===== src/rtl/serial_subtractor.sv =====
// Bit-serial two's-complement subtractor: diff = a - b, one bit per clock, LSB first.
// A single full-subtractor slice and a borrow flop; start/busy/done handshake around it.
module serial_subtractor #(
  parameter int WIDTH = 4
) (
  input  logic             clk,
  input  logic             rst,
  input  logic             start,
  input  logic [WIDTH-1:0] a,
  input  logic [WIDTH-1:0] b,
  output logic             busy,
  output logic             done,
  output logic [WIDTH-1:0] diff,
  output logic             borrow
);

  localparam int CNT_W = (WIDTH > 2) ? $clog2(WIDTH) : 1;
  localparam logic [CNT_W-1:0] LAST = CNT_W'(WIDTH - 1);

  typedef enum logic [1:0] {
    IDLE  = 2'd0,
    SHIFT = 2'd1,
    DONE  = 2'd2
  } state_t;

  state_t           state, state_nxt;
  logic [WIDTH-1:0] sa, sb, sr, sr_nxt;
  logic [CNT_W-1:0] cnt;
  logic             br, br_nxt, d, last;

  // One full-subtractor bit slice: returns {borrow_out, difference}.
  function automatic logic [1:0] sub_bit(input logic x, input logic y, input logic bin);
    logic dd, bo;
    dd = x ^ y ^ bin;
    bo = (~x & y) | (~(x ^ y) & bin);
    return {bo, dd};
  endfunction

  always_comb begin
    {br_nxt, d} = sub_bit(sa[0], sb[0], br);
    sr_nxt      = {d, sr[WIDTH-1:1]};
    last        = (cnt == LAST);
  end

  always_ff @(posedge clk) begin
    if (rst) state <= IDLE;
    else     state <= state_nxt;
  end

  always_comb begin
    state_nxt = state;
    busy      = 1'b0;
    done      = 1'b0;
    case (state)
      IDLE:  if (start) state_nxt = SHIFT;
      SHIFT: begin
        busy = 1'b1;
        if (last) state_nxt = DONE;
      end
      DONE: begin
        done      = 1'b1;
        state_nxt = start ? SHIFT : IDLE;
      end
      default: state_nxt = IDLE;
    endcase
  end

  // Operand shift, partial-result accumulation and the result register;
  // diff/borrow are written only on the last bit so they never show partial values.
  always_ff @(posedge clk) begin
    if (rst) begin
      sa     <= '0;
      sb     <= '0;
      sr     <= '0;
      cnt    <= '0;
      br     <= 1'b0;
      diff   <= '0;
      borrow <= 1'b0;
    end else if (state != SHIFT) begin
      if (start) begin
        sa  <= a;
        sb  <= b;
        sr  <= '0;
        cnt <= '0;
        br  <= 1'b0;
      end
    end else begin
      sa  <= {1'b0, sa[WIDTH-1:1]};
      sb  <= {1'b0, sb[WIDTH-1:1]};
      sr  <= sr_nxt;
      br  <= br_nxt;
      cnt <= cnt + CNT_W'(1);
      if (last) begin
        diff   <= sr_nxt;
        borrow <= br_nxt;
      end
    end
  end

endmodule


===== config.mk =====
export PLATFORM = sky130hd
export DESIGN_NAME = serial_subtractor
export DESIGN_NICKNAME = d
export VERILOG_FILES = /design/src/rtl/serial_subtractor.sv
export SDC_FILE = /design/constraint.sdc
export NUM_CORES = 1
export LEC_CHECK = 0
export CAP_MARGIN = 20
export CORE_MARGIN = 1.5
export CORE_UTILIZATION = 44
export CTS_CLUSTER_DIAMETER = 60
export DETAILED_ROUTE_END_ITERATION = 8
export PLACE_DENSITY = 0.79
export SLEW_MARGIN = 20
export SYNTH_ARGS = -nofsm -noshare
export SYNTH_HDL_FRONTEND = slang
export SYNTH_SLANG_ARGS = --single-unit

===== constraint.sdc =====
create_clock -name clk -period 1.2 [get_ports clk]
set_input_delay 0.36 -clock clk [delete_from_list [all_inputs] [get_ports clk]]
set_output_delay 0.36 -clock clk [all_outputs]
set_load 0.02 [all_outputs]

==> flow_summary.toml, run 1 <==
[logic_synthesis]
synth_seq_cells = 21
synthTopCellsByArea = "dfxtp_1 (48%), mux2i_1 (9.1%), a21oi_1 (6.2%)"
yosysMostFrequentCell = "dfxtp_1"
synth_top_area_frac = 0.4766
syn_nets = 108
synth_cell_types = 22
ys_async_sr_fraction = 0
synth_flop_cell = "dfxtp_1"
yosysWarningCount = 0
ys_seq_area_frac = 0.4766
syn-cell-area_sq_um = 882.1
synthTopCellsByCount = "dfxtp_1 (21), a21oi_1 (11), mux2i_1 (8), nand2_1 (8), nor2_1 (8)"
synth_area_leader_cell = "dfxtp_1"
syn_inst = 95
synth_edf_count = 0
avgSynthCellArea_sq_um = 9.285

[placement]
place_hpwl_um = 1287
pre_cts_slack_ps = -442.9
io_buffers = 17
gp_congestion = 0.7282

[detailed_routing]
totalWireLength_um = 1714
drt-initial-drc-count = 5
drc = 0
first_pass_iters = 3
avgRoutedWirePerCell_um = 11.90
vias = 716
ant_nets = 0
avgViaCountPerCell = 4.972

[critical_path]
critical_path_class = "register to output pin"
cp_max_fo = 3
cp.required_ps = 840
critPathCaptureType = "output pin"
critPathArrivalTime_ps = 940
worstReg2RegStart = "state[1]$_SDFFE_PP0P_"
crit_start = "state[1]$_SDFFE_PP0P_"
start_kind = "register"
ff2ff_setup_slack_ps = -10

[die]
die_x_um = 47.78
initial_core_util = 0.4590
core_area_sq_um = 1922
row_count = 16
dieHeight_um = 47.78
io_pins = 18
dieArea_sq_um = 2282

[power]
vdd.ir_drop.worst_mv = 0.6633
power_density_nw_per_um2 = 1128
cellLeakagePower_nw = 0.4616
total_power_w = 0.001285

[sta]
rsz0062_at_grt = "true"
fin_crit_sh = 1.087
period_minus_slack_ps = 1304
max_freq_mhz = 766.8
hold_viol_final = 0
skew_ps = 5.303
worstMarginPinSlew_ps = 177.3
maxSlewViolCount = 0
max_slew_margin = 0.8784
hold-worst-slack_ps = 457.1
setup_slack_ps = -104.1
finalSetupViolCount = 3
tns_ps = -185.8

[cells_and_area]
post-route-util = 0.5931
drive_gt1_frac = 0.2564
fillCellCount = 190
areaGrowthSynthToFinish_pct = 29.22
antenna_cells = 0
nNetsFinal = 131

[clock_tree]
clk_latency_ps = 290
cts_inserted_buffers = 3
clockBufferDepth = 2
root_buffer = "clkbuf_4"
cts_hold_buf = 0
clock-sinks = 21
cts-htree-levels = 1
cts_tree = "built"
clk_pin_slew_ps = 120

[grt]
gr-total-overflow = 0
antenna_found_initial = 0
grt_start_max_net_pins = 19
grt_pass1_vias = 687
grt_pass1_wl_um = 2773
grt_usage = 0.1699

[hold_path]
min-delay-start = "diff[3]$_SDFFE_PP0P_"
hold_class = "register to register"

[job]
cap_viol_max_count = 0

[run_status]
violations = "setup timing"
status = "finished with violations"
sequential cells by signal, indices dropped and copies added, names as in the netlist:
register,flops
diff,4
sa,4
sb,4
sr,3
cnt,2
state,2
borrow,1
br,1
report_power, final:
group          internal (W)  switching [W]  total (W)
combinational      0.000103      0.0000960   0.000199
clock              0.000124       0.000207   0.000331
sequential         0.000733      0.0000225   0.000755
path summary, 6_finish.rpt:
path                                             end  cells after the start
worst max-delay path                            busy                      3
worst min register to register  diff[3]$_SDFFE_PP0P_                      2
worst max register to register       br$_SDFFE_PP0P_                      5
worst min-delay path            diff[3]$_SDFFE_PP0P_                      2
per-stage QoR:
stage / instances / cell area (sq um)
floorplan: 95 / 882.1
global placement: 140 / 1106
detailed placement: 140 / 1106
CTS: 144 / 1126
global route: 144 / 1140
finish: 144 / 1140
layout make-up:
| type | instances | area [sq um] | area share |
|---|---|---|---|
| Sequential cell | 21 | 427.9 | 0.3754 |
| Clock inverter | 1 | 5.005 | 0.004391 |
| Inverter | 4 | 17.52 | 0.01537 |
| Timing Repair Buffer | 26 | 224.0 | 0.1965 |
| Clock buffer | 3 | 22.52 | 0.01976 |
| Tap cell | 27 | 33.78 | 0.02964 |
| Multi-Input combinational cell | 62 | 409.1 | 0.3589 |
worst max-delay path, cell delays in order (launching register included):
cell      delay, ps
dfxtp_2         340
nand2b_4        140
inv_4            60
buf_6           110
kinds of logic after synthesis:
family                     share of synthesized area
DFF                                           0.4766
adders and majority gates                    0.03688
and+or+nand+nor                               0.1887
AOI/OAI and AO/OA                             0.1333
muxes                                        0.09078
buffers and inverters                        0.07376
layout by cell type, fill, tap and decap left out, types with 2 or more instances in the layout:
master / count
nand3_1: 4
buf_4: 13
clkbuf_4: 3
nand2b_1: 2
dfxtp_1: 15
mux2i_1: 8
buf_6: 2
clkdlybuf4s50_1: 9
a211oi_1: 5
nor3_1: 2
inv_1: 2
a21oi_1: 11
nor2_1: 8
nand3b_1: 6
dfxtp_2: 6
nand2_1: 8
repair_timing:
item,4_1_cts,5_1_grt
setup endpoints to repair,12,9
setup buffers,0,0
pin swaps,1,1
hold endpoints to repair,0,0
gates resized for setup,38,8
metal layers:
layer	track usage	up-vias	routed length, um
met5	0	-	0
met4	0.03243	0	0
met3	0.03774	0	71
met2	0.2987	14	898
met1	0.2140	330	744
li1	-	372	-
Note: power is estimated with default switching activity, not from simulation.
==> inputs of run 2 (changes only) <==
RECOVER_POWER = 25   (was default)
==> results of run 2 <==
The final DEF is identical to that of run 1; final timing and power are the same.
==> inputs of run 3 (changes only) <==
GPL_ROUTABILITY_DRIVEN = 1   (was default)
==> results of run 3 <==
The final DEF is identical to that of run 1; final timing and power are the same.
==> patch, RTL diff (settings of run 1) <==
Re-encode `state_t` (3 states) as one-hot, 3 bits wide.
--- a/src/rtl/serial_subtractor.sv
+++ b/src/rtl/serial_subtractor.sv
@@ -18,8 +18,8 @@
   localparam logic [CNT_W-1:0] LAST = CNT_W'(WIDTH - 1);
 
-  typedef enum logic [1:0] {
-    IDLE  = 2'd0,
-    SHIFT = 2'd1,
-    DONE  = 2'd2
+  typedef enum logic [2:0] {
+    IDLE  = 3'b001,
+    SHIFT = 3'b010,
+    DONE  = 3'b100
   } state_t;
 
Formal check against the unedited RTL: no difference found for any inputs over 10 cycles, from zero or initial values and one cycle with rst high; not proved beyond that.
==> patch against run 1 <==
- the flow still finishes with violations (setup timing)
- via count grew 15%
- setup slack got worse by 0.28 ns
- maximum frequency fell by 18%
- sequential cell count is 1 higher
- count of clock-buffer cells in the layout is the same
- area after synthesis up 22%
- wire length up 33%
- critical path depth did not move
- combinational power is 9% higher
- design area grew 30%
- power increased by 21%
- synthesized cell count is 1.1% lower
- clock power grew 72%
- non-clock buffer count grew 9
- largest power group unchanged
==> patch: results (changes against run 1) <==
power_and_ir_drop:
  cellLeakagePower_nw: 0.5761  # was 0.4616 nW
  peakVddDrop_v: 0.0008317  # was 0.0006633 V
hold_path:
  hold_path_class: "input port to register"  # was register to register
  hp-start: "rst"  # was diff[3]$_SDFFE_PP0P_
placed_design:
  dpl.cell_count: 147  # was 140
  dp_worst_setup_slack_ns: -0.5317  # was -0.4429 ns
  gp_routability_congestion: 0.7116  # was 0.7282
  hpwl_um: 1530  # was 1287 um
timing:
  setup_ws_ns: -0.3811  # was -0.1041 ns
  slew_headroom: 0.7275  # was 0.8784
  skew_ns: 0.002327  # was 0.005303 ns
  tns_ns: -1.276  # was -0.1858 ns
  whs_ns: 0.4312  # was 0.4571 ns
  setup_viol: 21  # was 3
layout:
  num_antenna_cells: 0  # unchanged
  nFillCells: 184  # was 190
  nets: 139  # was 131
setup_path:
  r2r_cells: 4  # was 5
  cp.arrival_ns: 1.22  # was 0.94 ns
  reg2reg_from: "state[0]$_SDFFE_PP1P_"  # was state[1]$_SDFFE_PP0P_
routing:
  drt_iter0_markers: 18  # was 5
  vias: 825  # was 716
  wl_met2_um: 1192  # was 898 um
  m1WireLength_um: 1025  # was 744 um
  wl_per_cell_um: 14.94  # was 11.90 um
yosys:
  syn_avg_cell_area_um2: 11.45  # was 9.285 um^2
  syn-num-nets: 107  # was 108
  ys_top_cells_by_count: "dfxtp_1, mux2i_1, nand2b_1"  # was dfxtp_1, a21oi_1, mux2i_1, nand2_1, nor2_1
  ys_seq_area_frac: 0.4093  # was 0.4766
outcome:
  outcome: "finished, violations left"  # unchanged
  violations: "setup timing"  # unchanged
global_route:
  grt_pass1_wl_um: 3629  # was 2773 um
  grt_max_degree: 14  # was 19
  grt_pass1_vias: 812  # was 687
  track_usage: 0.1811  # was 0.1699
[patch: cell count changes after synthesis, sizes merged, moves of 2 or more]
cell,before,now
nand3b,6,0
nor3b,0,2
nand2b,3,10
a21oi,11,0
nor4b,0,6
nand2,8,0
nand3,4,0
nor2,8,1
mux2i,8,18
or3b,0,7
[patch: cell type report]
class / instances / area, um^2 / share of cell area
Tap cell: 28 / 35.03 / 0.02357
Timing Repair Buffer: 35 / 312.8 / 0.2104
Inverter: 3 / 16.27 / 0.01094
Clock buffer: 3 / 22.52 / 0.01515
Multi-Input combinational cell: 61 / 615.6 / 0.4141
Sequential cell: 22 / 454.2 / 0.3056
Clock inverter: 1 / 30.03 / 0.02020
[patch: routing by layer]
metal  vias up  GRT usage
li1        399          -
met1       411     0.2153
met2        13     0.3208
met3         2    0.03429
met4         0    0.06410
met5         -          0
[patch: metrics by stage]
step / instance area, um^2 / utilization
2_1_floorplan: 1091 / -
3_3_place_gp: 1373 / 0.6088
3_5_place_dp: 1373 / 0.6088
4_1_cts: 1425 / 0.6321
5_1_grt: 1486 / 0.6593
6_report: 1486 / 0.6593
[patch: power by group]
part	total (mW)	switching [mW]	internal [mW]
logic	0.217	0.0920	0.125
registers	0.774	0.0155	0.758
clock network	0.568	0.230	0.337
total	1.56	0.338	1.22
[patch: cell families after synthesis]
logic type / Yosys count / share of synthesized area
muxes: 19 / 0.1779
DFF: 22 / 0.4093
xor gates and xnor gates: 1 / 0.008141
AOI/OAI and AO/OA: 8 / 0.1035
adders and majority gates: 2 / 0.03023
and+or+nand+nor: 31 / 0.2140
buffers and inverters: 11 / 0.05698
[patch: repair_timing]
item	4_1_cts	5_1_grt
setup endpoints to repair	26	27
buffers inserted	1	2
gates cloned	0	0
pin swaps	1	4
resized for setup	42	20
[patch: how the worst max path moves through the flow]
| stage | start | end | slack [ns] | depth (start not counted) |
|---|---|---|---|---|
| after floorplan | state[0]$_SDFFE_PP1P_ | cnt[0]$_SDFFE_PP0P_ | -0.16 | 4 |
| after global placement | state[0]$_SDFFE_PP1P_ | busy | -0.52 | 3 |
| after detailed placement | state[0]$_SDFFE_PP1P_ | busy | -0.53 | 3 |
| after CTS | state[0]$_SDFFE_PP1P_ | busy | -0.40 | 3 |
| after global routing | state[0]$_SDFFE_PP1P_ | busy | -0.43 | 3 |
| final | state[0]$_SDFFE_PP1P_ | busy | -0.38 | 3 |
[patch: critical path, cell delays in order, from the launching register on]
cell and delay (ns):
dfxtp_2 0.35, or3b_4 0.41, clkinv_4 0.06, buf_6 0.10
